$ cat src/rtl/r_pkg.sv
// Shared definitions for the 1x4 router packet path.
// Holds the transmitter state encoding, header layout constants, the header
// packing helper and the running-parity helper shared with the router.
package r_pkg;

    localparam int unsigned DATA_W      = 8;
    localparam int unsigned MAX_LEN     = 63;
    localparam int unsigned LEN_W       = 6;
    localparam int unsigned HDR_ADDR_W  = 2;
    localparam int unsigned HDR_LEN_MSB = 7;

    typedef enum logic [1:0] {
        ST_IDLE,
        ST_HEADER,
        ST_PAYLOAD,
        ST_PARITY
    } tx_state_t;

    // Header byte: length in the upper bits, destination port in the lower bits.
    function automatic logic [HDR_LEN_MSB:0] hdr_pack(input logic [LEN_W-1:0]      len,
                                                      input logic [HDR_ADDR_W-1:0] addr);
        logic [HDR_LEN_MSB:0] h;
        h                          = '0;
        h[HDR_LEN_MSB:HDR_ADDR_W]  = len;
        h[HDR_ADDR_W-1:0]          = addr;
        return h;
    endfunction

    // One step of the packet parity (XOR over header and payload bytes).
    function automatic logic [DATA_W-1:0] par_step(input logic [DATA_W-1:0] acc,
                                                   input logic [DATA_W-1:0] b);
        return acc ^ b;
    endfunction

endpackage

$ cat src/rtl/r_tx_buf.sv
// Payload staging buffer for r_pkt_tx.
// DEPTH x DATA_W register file written sequentially at the fill count,
// read asynchronously by index; count is cleared synchronously when a packet
// has been consumed.
//  clk, reset      clock, synchronous active-high reset (clears count only)
//  wr_en_i/wr_data_i  append one byte (ignored when full)
//  clr_i           drop all staged bytes
//  rd_addr_i/rd_data_o  async read port
//  count_o         bytes currently staged; count_d_o is its next value
module r_tx_buf #(
    parameter int unsigned DATA_W = 8,
    parameter int unsigned DEPTH  = 63,
    parameter int unsigned CNT_W  = 6
) (
    input  logic              clk,
    input  logic              reset,
    input  logic              wr_en_i,
    input  logic [DATA_W-1:0] wr_data_i,
    input  logic              clr_i,
    input  logic [CNT_W-1:0]  rd_addr_i,
    output logic [DATA_W-1:0] rd_data_o,
    output logic [CNT_W-1:0]  count_o,
    output logic [CNT_W-1:0]  count_d_o
);
    localparam logic [CNT_W-1:0] DEPTH_C = CNT_W'(DEPTH);

    logic [DATA_W-1:0] mem_q [DEPTH];
    logic [CNT_W-1:0]  count_q;
    logic [CNT_W-1:0]  count_d;
    logic              wr_ok;

    assign wr_ok = wr_en_i && (count_q < DEPTH_C);

    // Next fill count; clear takes priority over an append.
    always_comb begin
        count_d = count_q;
        if (clr_i) begin
            count_d = '0;
        end else if (wr_ok) begin
            count_d = count_q + CNT_W'(1);
        end
    end

    always_ff @(posedge clk) begin
        if (reset) begin
            count_q <= '0;
        end else begin
            count_q <= count_d;
        end
    end

    // Storage carries no reset; only bytes below count are ever read.
    always_ff @(posedge clk) begin
        if (wr_ok && !clr_i) begin
            mem_q[count_q] <= wr_data_i;
        end
    end

    assign rd_data_o = (rd_addr_i < DEPTH_C) ? mem_q[rd_addr_i] : '0;
    assign count_o   = count_q;
    assign count_d_o = count_d;

endmodule

$ cat src/rtl/r_pkt_tx.sv
// Packet transmitter feeding the 1x4 router input port.
// Bytes are staged through wr_en/wr_data while idle; an accepted start sends
// header {len,addr}, the first len staged bytes, then the XOR parity byte.
// A byte advances only on an edge with busy low, otherwise everything holds.
//  wr_en/wr_data/wr_ready        payload staging
//  start/start_addr/start_len/start_ready  packet request
//  busy                           router back-pressure
//  pkt_valid/data_out             byte stream to router
//  tx_done                        pulse when parity byte is accepted
//  err                            pulse on a start with invalid length
module r_pkt_tx #(
    parameter int unsigned DATA_W  = 8,
    parameter int unsigned MAX_LEN = 63
) (
    input  logic              clk,
    input  logic              reset,
    input  logic              wr_en,
    input  logic [DATA_W-1:0] wr_data,
    output logic              wr_ready,
    input  logic              start,
    input  logic [1:0]        start_addr,
    input  logic [5:0]        start_len,
    output logic              start_ready,
    input  logic              busy,
    output logic              pkt_valid,
    output logic [DATA_W-1:0] data_out,
    output logic              tx_done,
    output logic              err
);
    import r_pkg::tx_state_t;
    import r_pkg::ST_IDLE;
    import r_pkg::ST_HEADER;
    import r_pkg::ST_PAYLOAD;
    import r_pkg::ST_PARITY;
    import r_pkg::hdr_pack;
    import r_pkg::par_step;

    localparam int unsigned      LEN_W   = r_pkg::LEN_W;
    localparam logic [LEN_W-1:0] MAX_CNT = LEN_W'(MAX_LEN);

    tx_state_t         state_q, state_d;
    logic [LEN_W-1:0]  idx_q, idx_d;
    logic [LEN_W-1:0]  len_q, len_d;
    logic [DATA_W-1:0] parity_q, parity_d;
    logic [DATA_W-1:0] data_out_q, data_out_d;
    logic              pkt_valid_q, pkt_valid_d;
    logic              tx_done_q, tx_done_d;
    logic              err_q, err_d;
    logic              wr_ready_q, wr_ready_d;
    logic              start_ready_q, start_ready_d;

    logic              buf_wr_c;
    logic              buf_clr_c;
    logic [LEN_W-1:0]  rd_addr_c;
    logic [DATA_W-1:0] rd_data;
    logic [LEN_W-1:0]  count;
    logic [LEN_W-1:0]  count_d;
    logic              accept_c;
    logic [DATA_W-1:0] hdr_c;

    r_tx_buf #(
        .DATA_W (DATA_W),
        .DEPTH  (MAX_LEN),
        .CNT_W  (LEN_W)
    ) u_buf (
        .clk       (clk),
        .reset     (reset),
        .wr_en_i   (buf_wr_c),
        .wr_data_i (wr_data),
        .clr_i     (buf_clr_c),
        .rd_addr_i (rd_addr_c),
        .rd_data_o (rd_data),
        .count_o   (count),
        .count_d_o (count_d)
    );

    assign accept_c = (state_q != ST_IDLE) && !busy;
    assign hdr_c    = DATA_W'(hdr_pack(start_len, start_addr));

    // Next-state, datapath and registered-output logic.
    always_comb begin
        state_d     = state_q;
        idx_d       = idx_q;
        len_d       = len_q;
        parity_d    = parity_q;
        data_out_d  = data_out_q;
        pkt_valid_d = pkt_valid_q;
        tx_done_d   = 1'b0;
        err_d       = 1'b0;
        buf_wr_c    = 1'b0;
        buf_clr_c   = 1'b0;
        rd_addr_c   = '0;

        case (state_q)
            ST_IDLE: begin
                buf_wr_c = wr_en && wr_ready_q;
                // Length check uses the count before any same-cycle write.
                if (start) begin
                    if ((start_len != '0) && (start_len <= count)) begin
                        state_d     = ST_HEADER;
                        len_d       = start_len;
                        data_out_d  = hdr_c;
                        parity_d    = hdr_c;
                        pkt_valid_d = 1'b1;
                    end else begin
                        err_d = 1'b1;
                    end
                end
            end
            ST_HEADER: begin
                rd_addr_c = '0;
                if (accept_c) begin
                    state_d    = ST_PAYLOAD;
                    idx_d      = '0;
                    data_out_d = rd_data;
                end
            end
            ST_PAYLOAD: begin
                rd_addr_c = idx_q + LEN_W'(1);
                if (accept_c) begin
                    parity_d = par_step(parity_q, data_out_q);
                    if (idx_q == (len_q - LEN_W'(1))) begin
                        state_d     = ST_PARITY;
                        pkt_valid_d = 1'b0;
                        data_out_d  = par_step(parity_q, data_out_q);
                    end else begin
                        idx_d      = idx_q + LEN_W'(1);
                        data_out_d = rd_data;
                    end
                end
            end
            ST_PARITY: begin
                if (accept_c) begin
                    state_d     = ST_IDLE;
                    tx_done_d   = 1'b1;
                    buf_clr_c   = 1'b1;
                    data_out_d  = '0;
                    pkt_valid_d = 1'b0;
                end
            end
            default: begin
                state_d = ST_IDLE;
            end
        endcase

        start_ready_d = (state_d == ST_IDLE);
        wr_ready_d    = (state_d == ST_IDLE) && (count_d < MAX_CNT);
    end

    always_ff @(posedge clk) begin
        if (reset) begin
            state_q       <= ST_IDLE;
            idx_q         <= '0;
            len_q         <= '0;
            parity_q      <= '0;
            data_out_q    <= '0;
            pkt_valid_q   <= 1'b0;
            tx_done_q     <= 1'b0;
            err_q         <= 1'b0;
            wr_ready_q    <= 1'b1;
            start_ready_q <= 1'b1;
        end else begin
            state_q       <= state_d;
            idx_q         <= idx_d;
            len_q         <= len_d;
            parity_q      <= parity_d;
            data_out_q    <= data_out_d;
            pkt_valid_q   <= pkt_valid_d;
            tx_done_q     <= tx_done_d;
            err_q         <= err_d;
            wr_ready_q    <= wr_ready_d;
            start_ready_q <= start_ready_d;
        end
    end

    assign wr_ready    = wr_ready_q;
    assign start_ready = start_ready_q;
    assign pkt_valid   = pkt_valid_q;
    assign data_out    = data_out_q;
    assign tx_done     = tx_done_q;
    assign err         = err_q;

endmodule
$ cat config.mk
export PLATFORM = sky130hd
export DESIGN_NAME = r_pkt_tx
export DESIGN_NICKNAME = d
export VERILOG_FILES = /design/src/rtl/r_pkg.sv /design/src/rtl/r_tx_buf.sv /design/src/rtl/r_pkt_tx.sv
export SDC_FILE = /design/constraint.sdc
export NUM_CORES = 1
export LEC_CHECK = 0
export CORE_AREA = 5 5 223 225
export CTS_CLUSTER_DIAMETER = 80
export DETAILED_ROUTE_END_ITERATION = 10
export DIE_AREA = 0 0 228 230
export GPL_TIMING_DRIVEN = 0
export HOLD_SLACK_MARGIN = 0.08
export PLACE_DENSITY = 0.62
export SYNTH_ARGS = -nofsm -noshare
export SYNTH_HDL_FRONTEND = slang
export SYNTH_SLANG_ARGS = --single-unit
export TNS_END_PERCENT = 5
$ cat constraint.sdc
create_clock -name clk -period 4.3 [get_ports clk]
set_input_delay 0.86 -clock clk [delete_from_list [all_inputs] [get_ports clk]]
set_output_delay 0.86 -clock clk [all_outputs]
set_load 0.05 [all_outputs]
After elaboration in Yosys (flattened, before gate mapping)
Memory sizes are Yosys's and may differ from the RTL's.
Cells that the tools add are included.
- flip-flop bits (word level): 41
- bits in writable memories: 504
- input bits: 21
- output and inout bits: 13
- word-level logic and storage cells: 90
- memories: 1
- memory list (name ; depth ; bits a word ; read ports ; clocked after Yosys merged registers in ; write ports ; RTL line ; text):
    u_buf.mem_q ; 63 ; 8 ; 1 ; 0 ; 1 ; r_tx_buf.sv:27 ; logic [DATA_W-1:0] mem_q [DEPTH];
- $add $sub $neg: 3
- magnitude comparators: 4
- equal/unequal tests: 11
- mux-type cells: 36
- bitwise gates (word level): 3
- reductions and logical operators: 21
- operators with widths (cell ; number):
    8-bit 2-to-1 mux ; 8
    6-bit 2-to-1 mux ; 6
    8-bit one-hot mux with 4 select lines ; 1
    6-bit less-than comparator (second input constant) ; 3
    8-bit one-hot mux with 2 select lines ; 1
    2-bit inequality test (second input constant) ; 7
    6-bit by 1-bit adder with 6-bit output (second input constant) ; 2
    2-bit 2-to-1 mux ; 6
    6-bit one-hot mux with 2 select lines ; 1
    1-bit 2-to-1 mux ; 11
    2-bit one-hot mux with 4 select lines ; 1
    4-bit AND reduction ; 2
    8-bit XOR ; 1
    6-bit equality test ; 1
    6-bit <= comparator ; 1
    1-bit logical AND ; 6
    6-bit AND reduction ; 1
    2-bit nonzero test ; 3
    6-bit nonzero test ; 1
    6-bit by 1-bit subtractor with 6-bit output (second input constant) ; 1
    5-bit AND reduction ; 1
    2-bit equality test (second input constant) ; 2
    2-bit logical NOT ; 2
    1-bit one-hot mux with 3 select lines ; 1
    6 further kinds ; 8

Depth between registers and ports, before layout
Gate-level depths: netlist of the first run.
- depth in word-level cells: 8
- depth in mapped cells: 11
- mapped depth without buffers: 9

Modules after synthesis
Synthesis of the first run repeated with hierarchy kept, for this count alone.
- cells, all modules: 1248
- area total of the unflattened synthesis: 22432.8 µm²
- by module, submodules not included (module ; times used ; cells each ; area each (µm²) ; sequential area each (µm²)):
    r_tx_buf ; 1 ; 952 ; 20140.6 ; 15254.6
    r_pkt_tx ; 1 ; 296 ; 2292.2 ; 700.7

Least setup slack after synthesis of the first run
Ideal clock, no wire load.
- kind: input -> register
- start: input port wr_en
- end: memory u_buf.mem_q[48][0], enable pin
- setup time: 395 ps
- arrival: 2411 ps
- data required time: 3905 ps
- setup slack: 1495 ps
- stages: 4
- buffers on the path: 0
- cell sequence: nand3_1 > a31oi_4 > nand4_1 > nor4_1
- cells in the longest elaborated chain, start to end: 6
- RTL lines (what ; RTL line ; text):
    start: declaration ; r_pkt_tx.sv:17 ; input logic wr_en,
    1-bit logical AND ; r_pkt_tx.sv:96 ; buf_wr_c = wr_en && wr_ready_q;
    1-bit 2-to-1 mux ; r_pkt_tx.sv:94 ; case (state_q)
    1-bit logical AND ; r_tx_buf.sv:32 ; assign wr_ok = wr_en_i && (count_q < DEPTH_C);
    1-bit logical AND ; r_tx_buf.sv:54 ; if (wr_ok && !clr_i) begin
    1-bit 2-to-1 mux ; r_tx_buf.sv:54 ;
    1-bit 2-to-1 mux (implied by the code) ; r_tx_buf.sv:55 ; mem_q[count_q] <= wr_data_i;
    end: declaration ; r_tx_buf.sv:27 ;
No other way between the ends.

Final worst setup path of the first run
- start: register idx_q[0]
- end: register data_out_q[0], in the netlist data_out[0]
- cells in the longest elaborated chain, start to end: 7
- elaborated cells on any way between the ends: 10
- classes of those cells: add/sub: 1; order compare: 1; eq/ne: 1; mux: 6; memory: 1
- RTL lines (what ; RTL line ; text):
    start: declaration ; r_pkt_tx.sv:42 ; logic [LEN_W-1:0] idx_q, idx_d;
    start signal: assignment ; r_pkt_tx.sv:164 ; idx_q <= idx_d;
    6-bit by 1-bit adder with 6-bit output ; r_pkt_tx.sv:119 ; rd_addr_c = idx_q + LEN_W'(1);
    6-bit 2-to-1 mux ; r_pkt_tx.sv:94 ;
    memory read 63 x 8 bit / 6-bit less-than comparator (equally long branches) ; n/a ;
    8-bit 2-to-1 mux ; r_tx_buf.sv:59 ; assign rd_data_o = (rd_addr_i < DEPTH_C) ? mem_q[rd_addr_i] : '0;
    8-bit 2-to-1 mux ; r_pkt_tx.sv:122 ; if (idx_q == (len_q - LEN_W'(1))) begin
    8-bit 2-to-1 mux ; r_pkt_tx.sv:120 ; if (accept_c) begin
    8-bit one-hot mux with 4 select lines (*) ; r_pkt_tx.sv:94 ;
    end signal: assignment ; r_pkt_tx.sv:167 ; data_out_q <= data_out_d;
    end: declaration ; r_pkt_tx.sv:45 ; logic [DATA_W-1:0] data_out_q, data_out_d;
Every way passes the cells marked *; elsewhere a longest branch is shown, timed or not. The select of a mux whose other input is x is not followed.
A chain may end at the register's enable or synchronous reset.

==> reports/qor.yml, run 1 <==
p_int_mw: 8.87
hold_end: "pkt_valid"
start_kind: "flop"
p_leak_nw: 8.45
r2r-start: "idx_q[0]"
ys_ff_latch: 545
irDropWorstVdd_mv: 0.270
wl_per_cell_um: 35.7
p_sw_mw: 2.64
seq_area_frac_synth: 0.680
start_util: 0.495
tightest_slew_ns: 1.27
fin_setup_tns_ns: 0
hold_class: "flop to flop"
antenna_found_initial: 4
cp-startpoint: "idx_q[0]"
finalCritPeriodShare: 0.957
post-dp-hpwl_mm: 58.6
layout-drive-gt1-share: 0.144
min-delay-start: "pkt_valid"
grt_pass1_vias: 16100
cts_hold_buffers: 0
pin_count: 34
rr_worst_depth: 8
cts_root_buf: "clkbuf_16"
port_buffers: 32
die_width_um: 228
synth-warning-count: 0
layout_common_cells: "edfxtp_1 (504), nor2_1 (200), nand2_1 (90), mux2i_1 (90), a21oi_1 (73)"
synth_top_family_by_area: "compound AO/OA/AOI/OAI gates"
r2r-end: "data_out[0]"
first_pass_iters: 5
finalHoldViolations: 0
cts_tree: "yes"
cts.sinks: 545
drt_iter0_drc: 2486
required_ns: 4.84
status: "finished, final reports clean"
synth_area_per_cell_um2: 13.9
vias: 16600
synth-simple-area-share: 0.0778
cap_violations: 0
syn_nets: 1717
p_seq_frac: 0.510
r2r_slack_ns: 0.19
crit_arrival_ns: 4.65
relSlewSlack: 0.154
power_mw: 11.5
async_flop_share: 0
crit_type: "flop to flop"
clk_pin_slew_ns: 0.06
switching_share: 0.229
grt_max_degree: 41
clk_latency_ns: 0.63
grt_pass1_wl_mm: 122
fin_nets: 1817
place.gp.congestion: 1.01
worstPathMaxFanout: 10
worstSetupEndpointType: "flop"
ys_types: 83
fin_util: 0.561
dieHeight_um: 230
setup_viol: 0
clock.fmax_mhz: 243
synthCells: 1687
clock_path_buffers: 3
overflow: 0
synthesis.area_mm2: 0.0235
coreArea_mm2: 0.0473
final_common_cell: "edfxtp_1"
htree_levels: 2
power-per-cell-area_mw_per_mm2: 433
viasPerCell: 6.80
cts_buffers: 57
power_frac_comb: 0.057
n_antenna_cell: 0
worst_hold_slack_ns: 0.470
drc: 0
yosys_most_used_dff: "edfxtp_1"
ant_nets: 0
area_growth_pct: 13.2
drv_slew: 0
muxShareOfSynthArea: 0.0640
rsz0062_at_grt: "false"
cts_resized: 0
synth-xor-area-share: 0.00859
std_cell_rows: 80
postCtsSetupBuffers: 0
layout_min_cycle_time_ns: 4.11
grt_usage: 0.326
synth_compound_area_frac: 0.133
synthAdderAreaFrac: 0.00480
whs_path_depth: 2
dieArea_mm2: 0.0524
synth_edf_count: 504
clockPowerShare: 0.433
wl_mm: 87.3
skew_ns: 0.0164
-- stage by stage --
stage | std cells | cell area, µm² | setup WS, ns
finish | 2447 | 26500 | 0.187
global placement | 2334 | 24500 | 0.0691
global route | 2447 | 26500 | 0.250
floorplan | 1687 | 23500 | 1.49
CTS | 2447 | 26500 | 0.444
detailed placement | 2343 | 24700 | 0.0376
-- registers in the layout, indices dropped and copies added, names as in the netlist --
signal / cells
pkt_valid: 1
err: 1
wr_ready: 1
data_out: 8
parity_q: 8
len_q: 6
start_ready: 1
u_buf.count_o: 6
tx_done: 1
state_q: 2
idx_q: 6
u_buf.mem_q: 504
-- cells in the mapped netlist, types with 25 or more instances --
cell       number  area share
a211oi_1       34       0.011
a21oi_1        73       0.016
a2bb2oi_1      57       0.021
buf_2          47       0.010
clkbuf_1       33      0.0053
dfxtp_1        41       0.035
edfxtp_1      504        0.65
mux2_2         43       0.021
mux2i_1        90       0.038
nand2_1        90       0.014
nand3_1        25      0.0053
nor2_1        200       0.032
o21ai_0        49       0.010
o221ai_1       30       0.011
o22ai_1        64       0.017
-- worst max-delay path by stage --
stage,endpoint,slack [ns],cells after the start
floorplan,u_buf.mem_q[48][0],1.49,4
global placement,u_buf.mem_q[48][7],0.07,5
detailed placement,u_buf.mem_q[18][6],0.04,6
CTS,data_out[0],0.44,9
global route,u_buf.mem_q[18][6],0.25,7
finish,data_out[0],0.19,8
-- logic make-up after synthesis --
kind of cell | count (synthesis)
AOI/OAI and AO/OA | 437
xor gates and xnor gates | 20
adders and majority gates | 9
buffers and inverters | 138
DFF | 545
muxes | 139
and+or+nand+nor | 399
-- critical path, stage by stage, from the launching register on --
cell and delay (ns):
dfxtp_1 0.38, ha_1 0.38, buf_2 0.33, clkbuf_1 0.60, clkbuf_1 0.81, o21ai_0 0.27
a31oi_1 0.52, nand4_1 0.39, a311oi_1 0.35
-- area by class of cell --
type                            count  area [µm²]
Clock inverter                     42         377
Timing Repair Buffer               41         448
Multi-Input combinational cell   1004        6760
Buffer                            118         671
Tap cell                          615         769
Fill cell                        3823       20800
Inverter                           20        75.1
Clock buffer                       62        1490
Sequential cell                   545       16000
-- per-layer routing --
metal,up-vias,track usage,share of wire
met3,292,0.101,0.13
met1,8277,0.441,0.38
met4,6,0.170,0.062
met2,1235,0.478,0.43
li1,6819,-,-
met5,-,0,0.00047
-- power by group through the flow --
stage	Sequential (mW)	Clock, mW	Combinational, mW
after floorplan	6.01	0	0.289
after global placement	5.99	0	0.614
after detailed placement	5.98	0	0.639
after CTS	5.86	4.99	0.641
after global routing	5.87	5.22	0.688
final	5.86	4.98	0.660
Power figures use the tool's default switching activity.
==> run 2, diff against run 1 <==
--- a/config.mk
+++ b/config.mk
@@ -6,7 +6,7 @@
 export NUM_CORES = 1
 export LEC_CHECK = 0
 export CORE_AREA = 5 5 223 225
-export CTS_CLUSTER_DIAMETER = 80
+export CTS_CLUSTER_DIAMETER = 200
 export DETAILED_ROUTE_END_ITERATION = 10
 export DIE_AREA = 0 0 228 230
 export GPL_TIMING_DRIVEN = 0
==> reports/qor.yml, run 2 (synthesis gave the netlist of run 1 again) <==
dieHeight_um: 230  # unchanged
first_pass_iters: 6  # +1
start_util: 0.495  # unchanged
grt_usage: 0.326  # about the same
grt_max_degree: 41  # unchanged
cts_resized: 0  # unchanged
p_leak_nw: 8.42  # -0.42%
worst_path_max_delay_cell: "clkbuf_1"
vias: 16700  # +0.24%
tightest_slew_ns: 1.25  # -0.0187 ns
fin_setup_tns_ns: 0  # unchanged
p_seq_frac: 0.515  # +0.005
finalCritPeriodShare: 0.966  # +0.00965
post-dp-hpwl_mm: 58.6  # unchanged
cts_root_buf: "clkbuf_16"
postCtsSetupBuffers: 0  # unchanged
fin_nets: 1816  # -0.055%
cts_hold_buffers: 0  # unchanged
cap_violations: 0  # unchanged
die_width_um: 228  # unchanged
place.gp.congestion: 1.01  # unchanged
clock.fmax_mhz: 241  # -1.0%
std_cell_rows: 80  # unchanged
min-delay-start: "pkt_valid"
wl_mm: 87.4  # about the same
grt_pass1_vias: 16100  # +0.043%
cts.sinks: 545  # unchanged
r2r-start: "idx_q[0]"
rsz0062_at_grt: "false"
crit_type: "flop to flop"
antenna_found_initial: 3  # -1
power-per-cell-area_mw_per_mm2: 430  # -0.86%
required_ns: 4.83  # about the same
layout_min_cycle_time_ns: 4.15  # +0.0415 ns
cp-startpoint: "idx_q[0]"
clk_pin_slew_ns: 0.06  # about the same
cts_tree: "yes"
pin_count: 34  # unchanged
n_antenna_cell: 0  # unchanged
drv_slew: 0  # unchanged
grt_pass1_wl_mm: 122  # about the same
fin_util: 0.559  # -0.00156
power_frac_comb: 0.058  # about the same
drt_iter0_drc: 2407  # -3.2%
finalHoldViolations: 0  # unchanged
ant_nets: 0  # unchanged
clock_path_buffers: 3  # unchanged
worstPathMaxFanout: 10  # unchanged
htree_levels: 2  # unchanged
dieArea_mm2: 0.0524  # unchanged
skew_ns: 0.0127  # -0.00375 ns
worst_hold_slack_ns: 0.472  # +0.00175 ns
drc: 0  # unchanged
clk_latency_ns: 0.62  # about the same
area_growth_pct: 12.9
layout_common_cells: "edfxtp_1 (504), nor2_1 (200), nand2_1 (90), mux2i_1 (90), a21oi_1 (73)"
overflow: 0  # unchanged
switching_share: 0.228  # -0.000858
cpMostUsedCell: "clkbuf_1"
largest_reg_flops: 504  # unchanged
p_sw_mw: 2.60  # -1.5%
power_mw: 11.4  # -1.1%
cts_buffers: 56  # -1.8%
status: "finished, final reports clean"
viasPerCell: 6.82  # +0.40%
p_int_mw: 8.78  # -1.0%
wl_per_cell_um: 35.8  # +0.24%
coreArea_mm2: 0.0473  # unchanged
hold_class: "flop to flop"
irDropWorstVdd_mv: 0.256  # -5.3%
start_kind: "flop"
relSlewSlack: 0.167  # +0.0125
clockPowerShare: 0.427  # -0.006
setup_viol: 0  # unchanged
crit_arrival_ns: 4.68  # +0.03 ns
final_common_cell: "edfxtp_1"
worstSetupEndpointType: "flop"
max_stage_delay_ns: 0.80  # about the same
path_cells: "ha_1 -> buf_2 -> clkbuf_1 -> clkbuf_1 -> o21ai_0 -> a31oi_1 -> nand4_1 -> a311oi_1"
top_register: "u_buf.mem_q"
layout-drive-gt1-share: 0.142  # -0.00187
port_buffers: 32  # unchanged
==> run 2: changes by cell type in the layout (fill, tap and decap cells not counted), sizes merged <==
| cell | previous run | this run |
|---|---|---|
| clkinv | 28 | 29 |
| clkbuf | 95 | 93 |
| inv | 22 | 19 |
==> run 2: worst max-delay path: cells and delay by family, from the launching register on <==
kind	cells	cell delay (ns)
AO/OA/AOI/OAI	3	1.15
adder cells (fa/ha/maj)	1	0.38
buffers and inverters	3	1.74
flip-flops	1	0.38
AND/OR/NAND/NOR	1	0.40
==> run 2: final cells by class <==
class,count,area (µm²)
fill,3833,20900
clock buffer,60,1440
sequential,545,16000
timing repair buffer,41,448
clock inverter,40,353
tap,615,769
inverter,20,75.1
multi-input combinational,1004,6760
buffer,118,671
==> run 2: layer usage <==
| layer | vias up | routed length [µm] | track usage |
|---|---|---|---|
| met2 | 1158 | 36900 | 0.473 |
| met4 | 6 | 6000 | 0.183 |
| met5 | - | 34 | 0 |
| met1 | 8384 | 33500 | 0.438 |
| met3 | 306 | 10900 | 0.103 |
| li1 | 6815 | - | - |
==> run 2: path summary, 6_finish.rpt <==
check | cells past startpoint | endpoint | slack [ns]
min reg2reg | 2 | pkt_valid | 0.47
min | 2 | pkt_valid | 0.47
max | 8 | data_out[0] | 0.15
max reg2reg | 8 | data_out[0] | 0.15
==> run 2: through the flow <==
stage | instance area, µm² | cells | worst slack, ns
after CTS | 26500 | 2443 | 0.442
final | 26500 | 2443 | 0.146
after global placement | 24500 | 2334 | 0.0691
after floorplan | 23500 | 1687 | 1.49
after detailed placement | 24700 | 2343 | 0.0376
after global routing | 26500 | 2443 | 0.235
==> run 2: power by group through the flow <==
stage                     Sequential, mW  Clock, mW  Combinational, mW
after detailed placement            5.98          0              0.639
after global placement              5.99          0              0.614
after CTS                           5.86       4.85              0.641
after floorplan                     6.01          0              0.289
final                               5.86       4.85              0.660
after global routing                5.87       5.07              0.688
